[config.mk]
export PLATFORM = sky130hd
export DESIGN_NAME = num_display_ctrl
export DESIGN_NICKNAME = d
export VERILOG_FILES = /design/src/rtl/num_display_ctrl.sv
export SDC_FILE = /design/constraint.sdc
export NUM_CORES = 1
export LEC_CHECK = 0
export ABC_AREA = 0
export CORE_MARGIN = 1
export CORE_UTILIZATION = 60
export DETAILED_ROUTE_END_ITERATION = 12
export GPL_TIMING_DRIVEN = 0
export PLACE_DENSITY_LB_ADDON = 0.12
export RECOVER_POWER = 25
export SETUP_SLACK_MARGIN = 0.4
export SLEW_MARGIN = 20
export SYNTH_ARGS = -nofsm -noshare
export SYNTH_HDL_FRONTEND = slang
export SYNTH_SLANG_ARGS = --single-unit
[constraint.sdc]
create_clock -name clk -period 5.55 [get_ports clk]
set_input_delay 0.555 -clock clk [delete_from_list [all_inputs] [get_ports clk]]
set_output_delay 0.555 -clock clk [all_outputs]
set_load 0.01 [all_outputs]
[src/rtl/num_display_ctrl.sv]
// Round-robin sharing of a 4-digit multiplexed 7-segment display between two requesters,
// with shift-add-3 BCD conversion. Define NUM_DISPLAY_LZB_EN for leading-zero blanking.
module num_display_ctrl #(
  parameter int unsigned SCAN_DIV    = 1000,
  parameter int unsigned HOLD_CYCLES = 1000000
) (
  input  logic        clk,
  input  logic        rst,
  input  logic [1:0]  req,
  input  logic [15:0] val0,
  input  logic [15:0] val1,
  output logic [1:0]  gnt,
  output logic        busy,
  output logic [7:0]  led,
  output logic [3:0]  state
);

  localparam logic [1:0] S_IDLE    = 2'd0;
  localparam logic [1:0] S_CONVERT = 2'd1;
  localparam logic [1:0] S_SHOW    = 2'd2;

  localparam int unsigned DIV_W  = (SCAN_DIV > 1) ? $clog2(SCAN_DIV) : 1;
  localparam int unsigned HOLD_W = (HOLD_CYCLES > 1) ? $clog2(HOLD_CYCLES) : 1;
  localparam logic [DIV_W-1:0]  DIV_LAST  = DIV_W'(SCAN_DIV - 1);
  localparam logic [HOLD_W-1:0] HOLD_LAST = HOLD_W'(HOLD_CYCLES - 1);

  logic [1:0]        fsm_q, fsm_d;
  logic              ptr_q, ptr_d;
  logic [1:0]        gnt_q, gnt_d;
  logic [31:0]       sr_q, sr_d;
  logic [3:0]        conv_q, conv_d;
  logic [HOLD_W-1:0] hold_q, hold_d;
  logic              ovf_pend_q, ovf_pend_d;
  logic              ovf_q, ovf_d;
  logic [15:0]       dig_q, dig_d;
  logic [DIV_W-1:0]  div_q, div_d;
  logic [3:0]        scan_q, scan_d;
  logic [7:0]        led_q, led_d;

  logic [31:0] sr_adj, sr_shift;
  logic        win;
  logic [15:0] win_val;
  logic        tick;
  logic [3:0]  scan_nxt;
  logic [1:0]  pos;
  logic        pos_valid;
  logic [3:0]  blank;
  logic [7:0]  led_nxt;

  function automatic logic [7:0] seg7(input logic [3:0] d);
    case (d)
      4'd0:    seg7 = 8'b00000011;
      4'd1:    seg7 = 8'b10011111;
      4'd2:    seg7 = 8'b00100101;
      4'd3:    seg7 = 8'b00001101;
      4'd4:    seg7 = 8'b10011001;
      4'd5:    seg7 = 8'b01001001;
      4'd6:    seg7 = 8'b01000001;
      4'd7:    seg7 = 8'b00011011;
      4'd8:    seg7 = 8'b00000001;
      4'd9:    seg7 = 8'b00011001;
      default: seg7 = 8'b11111110;
    endcase
  endfunction

  // One double-dabble step: correct every BCD nibble, then shift the whole register left.
  always_comb begin
    sr_adj = sr_q;
    for (int i = 0; i < 4; i++) begin
      if (sr_q[16+4*i +: 4] >= 4'd5) sr_adj[16+4*i +: 4] = sr_q[16+4*i +: 4] + 4'd3;
    end
    sr_shift = {sr_adj[30:0], 1'b0};
  end

  // NOTE: every variable gets a default at the top of the block so no path infers a latch.
  always_comb begin
    fsm_d      = fsm_q;
    ptr_d      = ptr_q;
    gnt_d      = 2'b00;
    sr_d       = sr_q;
    conv_d     = conv_q;
    hold_d     = hold_q;
    ovf_pend_d = ovf_pend_q;
    ovf_d      = ovf_q;
    dig_d      = dig_q;
    win        = (req == 2'b11) ? ptr_q : req[1];
    win_val    = win ? val1 : val0;
    case (fsm_q)
      S_IDLE: begin
        if (req != 2'b00) begin
          gnt_d      = win ? 2'b10 : 2'b01;
          sr_d       = {16'd0, win_val};
          ovf_pend_d = (win_val > 16'd9999);
          ptr_d      = ~win;
          conv_d     = 4'd0;
          fsm_d      = S_CONVERT;
        end
      end
      S_CONVERT: begin
        sr_d   = sr_shift;
        conv_d = conv_q + 4'd1;
        if (conv_q == 4'd15) begin
          ovf_d = ovf_pend_q;
          if (!ovf_pend_q) dig_d = sr_shift[31:16];
          hold_d = '0;
          fsm_d  = S_SHOW;
        end
      end
      S_SHOW: begin
        hold_d = hold_q + HOLD_W'(1);
        if (hold_q == HOLD_LAST) begin
          hold_d = '0;
          fsm_d  = S_IDLE;
        end
      end
      default: fsm_d = S_IDLE;
    endcase
  end

  always_comb begin
    tick = (div_q == DIV_LAST);
    div_d = tick ? '0 : div_q + DIV_W'(1);
    case (scan_q)
      4'b1111: scan_nxt = 4'b1110;
      4'b1110: scan_nxt = 4'b1101;
      4'b1101: scan_nxt = 4'b1011;
      4'b1011: scan_nxt = 4'b0111;
      4'b0111: scan_nxt = 4'b1110;
      default: scan_nxt = 4'b1111;
    endcase
    pos_valid = 1'b1;
    case (scan_nxt)
      4'b1110: pos = 2'd0;
      4'b1101: pos = 2'd1;
      4'b1011: pos = 2'd2;
      4'b0111: pos = 2'd3;
      default: begin pos = 2'd0; pos_valid = 1'b0; end
    endcase
`ifdef NUM_DISPLAY_LZB_EN
    blank[3] = (dig_q[15:12] == 4'd0);
    blank[2] = blank[3] && (dig_q[11:8] == 4'd0);
    blank[1] = blank[2] && (dig_q[7:4] == 4'd0);
    blank[0] = 1'b0;
`else
    blank = 4'b0000;
`endif
    if (!pos_valid)      led_nxt = 8'b11111111;
    else if (ovf_q)      led_nxt = 8'b11111101;
    else if (blank[pos]) led_nxt = 8'b11111111;
    else                 led_nxt = seg7(dig_q[4*pos +: 4]);
    scan_d = tick ? scan_nxt : scan_q;
    led_d  = tick ? led_nxt : led_q;
  end

  // NOTE: sequential state is updated with non-blocking assignments only.
  always_ff @(posedge clk) begin
    if (rst) begin
      fsm_q      <= S_IDLE;
      ptr_q      <= 1'b0;
      gnt_q      <= 2'b00;
      sr_q       <= '0;
      conv_q     <= '0;
      hold_q     <= '0;
      ovf_pend_q <= 1'b0;
      ovf_q      <= 1'b0;
      dig_q      <= '0;
      div_q      <= '0;
      scan_q     <= 4'b1111;
      led_q      <= 8'b11111111;
    end else begin
      fsm_q      <= fsm_d;
      ptr_q      <= ptr_d;
      gnt_q      <= gnt_d;
      sr_q       <= sr_d;
      conv_q     <= conv_d;
      hold_q     <= hold_d;
      ovf_pend_q <= ovf_pend_d;
      ovf_q      <= ovf_d;
      dig_q      <= dig_d;
      div_q      <= div_d;
      scan_q     <= scan_d;
      led_q      <= led_d;
    end
  end

  assign gnt   = gnt_q;
  assign busy  = (fsm_q != S_IDLE);
  assign led   = led_q;
  assign state = scan_q;

endmodule

==> impl_metrics.env <==
export IMPL_max_clock_path_buffers=2
export IMPL_synth_flop_cell="dfxtp_1"
export IMPL_gp_congestion=0.9035
export IMPL_power_total_uw=1353
export IMPL_tns_ns=0
export IMPL_peakVddDrop_mv=0.1384
export IMPL_fmax_mhz=389.9
export IMPL_min_delay_path_class="reg -> reg"
export IMPL_cts_resized=0
export IMPL_layout_worst_path_cycle_share=0.4622
export IMPL_synth_seq_cells=101
export IMPL_status="complete, no violations"
export IMPL_drive_above_1_share=0.05556
export IMPL_synth_top_cell_area_share=0.3880
export IMPL_clk_pin_slew_ns=0.11
export IMPL_cts_tree="done"
export IMPL_finalMaxSlewViolations=0
export IMPL_antenna_found_initial=0
export IMPL_synthCells=654
export IMPL_clock_skew_ns=0.01774
export IMPL_utilization=0.7267
export IMPL_yosys_top_cells_area="dfxtp_1 (39%), a21oi_1 (7.2%), nand2_1 (5.8%)"
export IMPL_drc_errors=0
export IMPL_slew_headroom=0.5521
export IMPL_drv_cap=0
export IMPL_fin_crit_ns=2.565
export IMPL_p_leak_uw=0.002085
export IMPL_dr_total_vias=5059
export IMPL_grtUsageTotal=0.2839
export IMPL_cts_root_buffer="clkbuf_8"
export IMPL_setup_viol=0
export IMPL_cts_sinks=101
export IMPL_ys_seq_area_frac=0.3880
export IMPL_dpl_instance_area_mm2=0.005843
export IMPL_htreeDepth=3
export IMPL_arrival_ns=2.85
export IMPL_syn_nets=706
export IMPL_rows=33
export IMPL_syn_area_mm2=0.005211
export IMPL_synth_largest_area_cell="dfxtp_1"
export IMPL_final_cell_area_mm2=0.006031
export IMPL_grt_pass1_wl_mm=20.16
export IMPL_layout_nets=767
export IMPL_via_per_inst=6.132
export IMPL_startpoint_type="flip-flop"
export IMPL_mostFrequentLayoutCell="dfxtp_1"
export IMPL_power_density_mw_per_mm2=224.4
export IMPL_grt_pass1_vias=4549
export IMPL_synth_cell_types=66
export IMPL_num_io_pins=51
export IMPL_grt_overflow_total=0
export IMPL_ant_nets=0
export IMPL_core_mm2=0.008299
export IMPL_clock_latency_ns=0.38
export IMPL_critPathCaptureType="flip-flop"
export IMPL_finalWirelength_mm=12.55
export IMPL_yosys_warnings=0
export IMPL_syn_avg_cell_area_um2=7.968
export IMPL_final_cell_mix="dfxtp_1 (101), nor2_1 (81), nand2_1 (80)"
export IMPL_numCtsBuffers=9
export IMPL_wire_per_inst_um=15.22
export IMPL_crit_type="reg -> reg"
export IMPL_post_cts_buffers=0
export IMPL_crit_fanout=10
export IMPL_diodes=0
export IMPL_fillers=674
export IMPL_fp_dieW_um=95.20
export IMPL_grt_max_degree=19
export IMPL_drtIter0Drc=281
export IMPL_syn2layout_area_growth_pct=15.73
export IMPL_start_util=0.6279
export IMPL_worstMarginPinSlew_ns=0.6694
export IMPL_grt_setup_unrepaired="no"
export IMPL_holdBufCountCts=0
export IMPL_synth_edff_count=0
export IMPL_worstPathRequired_ns=5.84
export IMPL_hold_viol=0
export IMPL_dieArea_mm2=0.009062
export IMPL_async_flop_share=0
export IMPL_die_y_um=95.20
export IMPL_port_buffers=50
export IMPL_first_pass_iters=5
export IMPL_dp_hpwl_mm=9.247
==> critical path: stages, from the launching register on <==
cell and delay, ns:
dfxtp_1 0.36, buf_6 0.14, clkbuf_1 0.35, nand4_1 0.17, a311oi_1 0.61, inv_1 0.15, ha_1 0.26, o211ai_1 0.11
o21ai_0 0.13, o22a_1 0.19
==> routing by layer <==
layer / up-vias / wire length, um / share of wire / track usage
met5: - / 0 / 0 / 0
met4: 0 / 197 / 0.016 / 0.1010
met3: 20 / 731 / 0.058 / 0.04864
met2: 178 / 6217 / 0.50 / 0.4946
met1: 2416 / 5408 / 0.43 / 0.3502
li1: 2445 / - / - / -
==> sequential cells by signal, indices dropped and copies added (netlist names) <==
name,flops
ptr_q,1
state,4
dig_q,16
gnt,2
fsm_q,2
div_q,10
conv_q,4
led,8
ovf_pend_q,1
ovf_q,1
hold_q,20
sr_q,32
==> metrics by stage <==
| step | worst slack, ns | hold WS (ns) | instances |
|---|---|---|---|
| after global routing | 2.735 | 0.4903 | 825 |
| after floorplan | 3.412 | 0.4299 | 654 |
| after global placement | 2.907 | 0.4427 | 809 |
| after detailed placement | 2.923 | 0.4574 | 809 |
| after CTS | 2.943 | 0.4735 | 825 |
| final | 2.985 | 0.4704 | 825 |
==> cells in the mapped netlist (7+ instances only) <==
cell type / n
mux2i_1: 7
a211oi_1: 7
dfxtp_1: 101
nor3b_1: 10
or3_1: 8
nand2b_1: 9
ha_1: 16
inv_1: 19
nand2_1: 80
a31oi_1: 9
nand3_1: 29
nor2_1: 80
a221oi_1: 15
and3_1: 7
xor2_1: 11
o21ai_0: 23
clkbuf_1: 28
nor3_1: 15
a21oi_1: 75
nand4_1: 10
xnor2_1: 7
==> cell type report <==
cell class | count | area, um2 | share of cell area
well taps | 105 | 131.4 | 0.02178
repair buffers | 50 | 500.5 | 0.08299
multi-input cells | 492 | 2917 | 0.4836
clock inverters | 6 | 52.55 | 0.008714
inverters | 19 | 71.32 | 0.01183
plain buffers | 42 | 198.9 | 0.03299
clock buffers | 10 | 137.6 | 0.02282
flip-flops and latches | 101 | 2022 | 0.3353
==> kinds of logic after synthesis <==
kind of cell             after synthesis  share of synthesized area
AND/OR/NAND/NOR                      281                     0.2619
AO/OA/AOI/OAI                        169                     0.2108
flip-flops                           101                     0.3880
buffers and inverters                 61                    0.05186
XOR/XNOR                              19                    0.03553
adder cells (fa/ha/maj)               16                    0.03841
multiplexers                           7                    0.01345
==> where the power goes <==
part | switching (uW) | internal (uW) | leakage, uW
combinational | 81.1 | 56.8 | 0.00117
sequential | 12.6 | 742 | 0.000819
clock | 277 | 183 | 0.0000918
==> final timing paths <==
check	to	from	cells past startpoint	slack [ns]
setup / recovery	led[7]	state[1]	9	2.99
hold / removal	dig_q[10]	dig_q[10]	2	0.47
setup reg to reg	led[7]	state[1]	9	2.99
hold reg to reg	dig_q[10]	dig_q[10]	2	0.47
Power figures use the tool's default switching activity.
